## src/rtl/freq_meter.sv

```systemverilog
// Counts sig_in rising edges over a gated window of MAIN_CLOCK/10^range cycles.
// Latency: result is valid in the DONE cycle right after a G-cycle window; sig_in edges take 3 cycles to register.
// No backpressure: valid is a one-cycle pulse, and results hold until the next completed window.
module freq_meter #(
    parameter int unsigned MAIN_CLOCK = 50_000_000
) (
    input  logic        clk_in,
    input  logic        rst,
    input  logic        sig_in,
    input  logic        en,
    input  logic [1:0]  range,
    output logic [31:0] freq_count,
    output logic [1:0]  scale,
    output logic        valid,
    output logic        busy,
    output logic        no_signal
);

    localparam logic [31:0] GATE_LAST_0 = 32'(MAIN_CLOCK - 1);
    localparam logic [31:0] GATE_LAST_1 = 32'(MAIN_CLOCK / 10 - 1);
    localparam logic [31:0] GATE_LAST_2 = 32'(MAIN_CLOCK / 100 - 1);
    localparam logic [31:0] GATE_LAST_3 = 32'(MAIN_CLOCK / 1000 - 1);

    typedef enum logic [1:0] {
        IDLE    = 2'd0,
        MEASURE = 2'd1,
        DONE    = 2'd2
    } state_t;

    state_t      state;
    state_t      state_nxt;

    logic        sync1;
    logic        sync2;
    logic        sync_prev;
    logic        sig_edge;

    logic [31:0] gate_cnt;
    logic [31:0] edge_cnt;
    logic [31:0] edge_total;
    logic [31:0] gate_last;
    logic [1:0]  win_range;
    logic        start_win;
    logic        end_win;

    // Two-flop synchronizer plus one history flop for rising-edge detection
    always_ff @(posedge clk_in) begin
        if (!rst) begin
            sync1     <= 1'b0;
            sync2     <= 1'b0;
            sync_prev <= 1'b0;
        end else begin
            sync1     <= sig_in;
            sync2     <= sync1;
            sync_prev <= sync2;
        end
    end

    assign sig_edge = sync2 & ~sync_prev;

    always_comb begin
        case (win_range)
            2'b00:   gate_last = GATE_LAST_0;
            2'b01:   gate_last = GATE_LAST_1;
            2'b10:   gate_last = GATE_LAST_2;
            default: gate_last = GATE_LAST_3;
        endcase
    end

    always_ff @(posedge clk_in) begin
        if (!rst) begin
            state <= IDLE;
        end else begin
            state <= state_nxt;
        end
    end

    // Dropping en aborts a window before it can complete, even on its last cycle
    always_comb begin
        state_nxt = state;
        busy      = 1'b0;
        valid     = 1'b0;
        start_win = 1'b0;
        case (state)
            IDLE: begin
                if (en) begin
                    state_nxt = MEASURE;
                    start_win = 1'b1;
                end
            end
            MEASURE: begin
                busy = 1'b1;
                if (!en) begin
                    state_nxt = IDLE;
                end else if (gate_cnt == gate_last) begin
                    state_nxt = DONE;
                end
            end
            DONE: begin
                valid = 1'b1;
                if (en) begin
                    state_nxt = MEASURE;
                    start_win = 1'b1;
                end else begin
                    state_nxt = IDLE;
                end
            end
            default: begin
                state_nxt = IDLE;
            end
        endcase
    end

    assign end_win    = (state == MEASURE) && (state_nxt == DONE);
    assign edge_total = edge_cnt + 32'(sig_edge);

    // Counters restart on every window start; edges outside MEASURE are dropped
    always_ff @(posedge clk_in) begin
        if (!rst) begin
            gate_cnt  <= 32'd0;
            edge_cnt  <= 32'd0;
            win_range <= 2'b00;
        end else if (start_win) begin
            gate_cnt  <= 32'd0;
            edge_cnt  <= 32'd0;
            win_range <= range;
        end else if (state == MEASURE) begin
            gate_cnt  <= gate_cnt + 32'd1;
            edge_cnt  <= edge_total;
        end
    end

    // Results include the edge seen on the final gate cycle and are visible during DONE
    always_ff @(posedge clk_in) begin
        if (!rst) begin
            freq_count <= 32'd0;
            scale      <= 2'b00;
            no_signal  <= 1'b1;
        end else if (end_win) begin
            freq_count <= edge_total;
            scale      <= win_range;
            no_signal  <= (edge_total == 32'd0);
        end
    end

endmodule

```

## config.mk

```make
export PLATFORM = sky130hd
export DESIGN_NAME = freq_meter
export DESIGN_NICKNAME = d
export VERILOG_FILES = /design/src/rtl/freq_meter.sv
export SDC_FILE = /design/constraint.sdc
export NUM_CORES = 1
export LEC_CHECK = 0
export CORE_ASPECT_RATIO = 0.8
export CORE_UTILIZATION = 60
export DETAILED_ROUTE_END_ITERATION = 7
export PLACE_DENSITY = 0.87
export SLEW_MARGIN = 10
export SYNTH_ARGS = -nofsm -noshare
export SYNTH_HDL_FRONTEND = slang
export SYNTH_SLANG_ARGS = --single-unit
```

## constraint.sdc

```tcl
create_clock -name clk_in -period 4.01 [get_ports clk_in]
set_input_delay 0.6015 -clock clk_in [delete_from_list [all_inputs] [get_ports clk_in]]
set_output_delay 0.6015 -clock clk_in [all_outputs]
set_load 0.05 [all_outputs]
```

==> key figures <==
Detailed routing
  – Per-cell routed wire length: 17.3 microns
  – First-pass DRT Iterations: 4
  – Via-to-Cell Ratio: 6.24
  – Final WL: 14000 microns
  – Vias: 5045
  – Residual DRC: 0
  – Antenna Nets Post-Route: 0
  – Starting DRT DRC Count: 455

STA
  – Worst rel slew slack: 42.4%
  – RSZ-0062 raised after global routing: false
  – Peak Freq: 298 MHz
  – Final setup vio count: 0
  – Worst-margin pin slew: 0.856 ns
  – Setup TNS: 0 ns
  – Max Transition Viols Final: 0
  – Fin crit share: 83.8%
  – Hold Fails Final Rpt: 0
  – Final worst slack: 0.649 ns
  – Min Tclk post-route: 3.36 ns
  – Final hold slack: 0.455 ns
  – Worst clock skew: 0.0101 ns

CTS
  – CTS buffer count: 9
  – Number of H-tree levels: 3
  – Insertion delay to the later sink of the worst-skew pair: 0.36 ns
  – Clock-pin transition on the worst setup and hold timing paths: 0.07 ns
  – Post-CTS Setup Bufs: 0
  – Root Driver: clkbuf_16
  – Number of clock sinks: 106
  – Post-cts sizing count: 0
  – Clock Path Buffers: 2
  – CTS tree: built
  – Cts hold-fix bufs: 0

Place
  – Post-DP HPWL: 9920 microns
  – RePlAce Congestion: 0.950
  – Dpl ws: 0.759 ns
  – PortBufs: 42

Synthesis
  – Yosys warns: 0
  – Mapped Cells: 680
  – Post-synthesis cell type count: 52
  – Mapped Area: 0.00563 sq mm
  – Mapped Nets: 696
  – Top FF cell, synth: dfxtp_1
  – Post-synth EDFFs: 0
  – Yosys reg bits: 106
  – Mapped Avg Cell Area: 8.27 sq um
  – Sequential fraction of the synthesis area: 37.7%
  – Async S/R FF share, synth: 0%

Outcome
  – Status: finished, final reports clean

GRT
  – Global-route wire length before repair: 22400 microns
  – Largest net degree at the start of global routing: 58
  – GR Util met2: 46.4%
  – Initial antenna violation count: 0
  – Met3 usage: 6.26%
  – Met1 global-route usage: 41.1%
  – Vias in the first global route: 4533
  – Total GRT Usage: 29.9%
  – GR peak layer: met2
  – Total grt overflow: 0

Pwr
  – Sw frac: 22.7%
  – PwrDens: 324 mW/mm^2
  – Sequential share of power: 51.8%
  – Clk network pwr share: 44.8%
  – Maximum vdd ir drop: 0.299 mV
  – Int Pwr: 1580 uW
  – Leak: 0.00191 uW
  – Comb pwr share: 3.4%
  – Net switching power: 464 uW

Floorplanning
  – Ports: 43
  – Initial cell density of the core: 62.0%
  – Die width: 110 microns
  – Die height: 88.6 microns
  – CORE AREA: 0.00908 sq mm
  – Die ar.: 0.00977 sq mm
  – FP Rows: 31

Finish
  – FILL cells: 736
  – Nets: 705
  – Layout cells sized above 1: 6.05%
  – Most common cell after layout, fill and taps aside: nor2_1
  – Fin util: 69.7%
  – Area Growth Syn to Fin: 12.4%
  – Diode count: 0
  – Most frequent cells in the layout: 110 x nor2_1, 106 x dfxtp_1, 55 x xnor2_1

Worst setup path
  – Path type of the worst setup path: flip-flop to flip-flop
  – Endpoint of the worst register-to-register path: freq_count[18]
  – Worst Path Required: 4.26 ns
  – R2r setup slk: 0.65 ns
  – Worst r2r path cells: 10
  – Worst setup EP type: flip-flop
  – Critical Path Fanout Max: 57
  – WP data arrival: 3.61 ns
  – Worst reg2reg path startpoint: win_range[0]
  – Setup crit start kind: flip-flop

Hold path
  – Hold Crit Endpoint: sync_prev
  – Hold Crit Start: sync2
  – WHS Path Cells: 1
  – Worst hold path class: flip-flop to flip-flop

Run
  – Max_cap viols: 0
[critical path, stage by stage (launching register included)]
cell and delay (ns):
dfxtp_1 0.51, inv_1 0.18, ha_1 0.33, xor2_1 0.18, nor4_1 0.34, nand3_1 0.21, nor4_1 0.38, and2b_2 0.20
buf_4 0.48, nor2_1 0.08, a311oi_1 0.30
[stage by stage]
step | total power (uW) | cells | instance area (sq um)
floorplan | 1130 | 680 | 5630
global placement | 1150 | 793 | 6020
detailed placement | 1150 | 793 | 6020
CTS | 2050 | 809 | 6320
global route | 2100 | 809 | 6320
finish | 2050 | 809 | 6320
[power groups by stage]
| stage | Sequential (uW) | Clock, uW | Combinational, uW |
|---|---|---|---|
| finish | 1060 | 917 | 70.0 |
| global route | 1060 | 966 | 74.9 |
| CTS | 1060 | 921 | 69.4 |
| detailed placement | 1080 | 0 | 68.9 |
| global placement | 1080 | 0 | 67.9 |
| floorplan | 1080 | 0 | 46.0 |
[area by class of cell]
cell class                 instances  area, sq um  share of cell area (%)
multi-input combinational        512         3240                    51.2
sequential                       106         2120                    33.6
timing repair buffer              49          473                    7.48
clock buffer                      11          243                    3.84
tap                              115          144                    2.28
clock inverter                     5         61.3                   0.970
inverter                          11         41.3                   0.653
[cells in the mapped netlist (15+ instances only)]
cell | instances | share of area (%)
xor2_1 | 31 | 4.8
nor4_1 | 20 | 2.2
a21oi_1 | 23 | 2.0
nand4_1 | 28 | 3.1
a211oi_1 | 17 | 2.3
dfxtp_1 | 106 | 38
nand2_1 | 48 | 3.2
clkbuf_1 | 33 | 2.2
or3_1 | 22 | 2.4
xnor2_1 | 55 | 8.6
nand3_1 | 20 | 1.8
nor2_1 | 110 | 7.3
nor3_1 | 15 | 1.3
o21ai_0 | 21 | 1.9
[sequential cells by signal, summed over array words and instances (netlist names)]
signal	cells
sync2	1
edge_cnt	32
sync1	1
win_range	2
gate_cnt	32
no_signal	1
sync_prev	1
state	2
freq_count	32
scale	2
[worst max path at each step]
stage / start / endpoint / slack [ns] / depth (start not counted)
2_1_floorplan: win_range[0] / freq_count[16] / 1.58 / 11
3_3_place_gp: win_range[0] / freq_count[18] / 0.99 / 10
3_5_place_dp: win_range[0] / freq_count[18] / 0.76 / 10
4_1_cts: win_range[0] / freq_count[18] / 0.71 / 10
5_1_grt: win_range[0] / freq_count[28] / 0.40 / 10
6_report: win_range[0] / freq_count[18] / 0.65 / 10
[logic make-up after synthesis]
logic type | Yosys count | share of synthesized area, %
and+or+nand+nor | 322 | 29.8
DFF | 106 | 37.7
AOI/OAI and AO/OA | 86 | 10.7
xor gates and xnor gates | 86 | 13.4
buffers and inverters | 62 | 4.78
adders and majority gates | 10 | 2.22
muxes | 8 | 1.42
[routing by layer]
layer | routed length (microns) | vias up
met5 | 0 | -
met4 | 420 | 0
met3 | 1140 | 53
met2 | 6230 | 249
met1 | 6230 | 2364
li1 | - | 2379
Note: power is estimated with default switching activity, not from simulation.
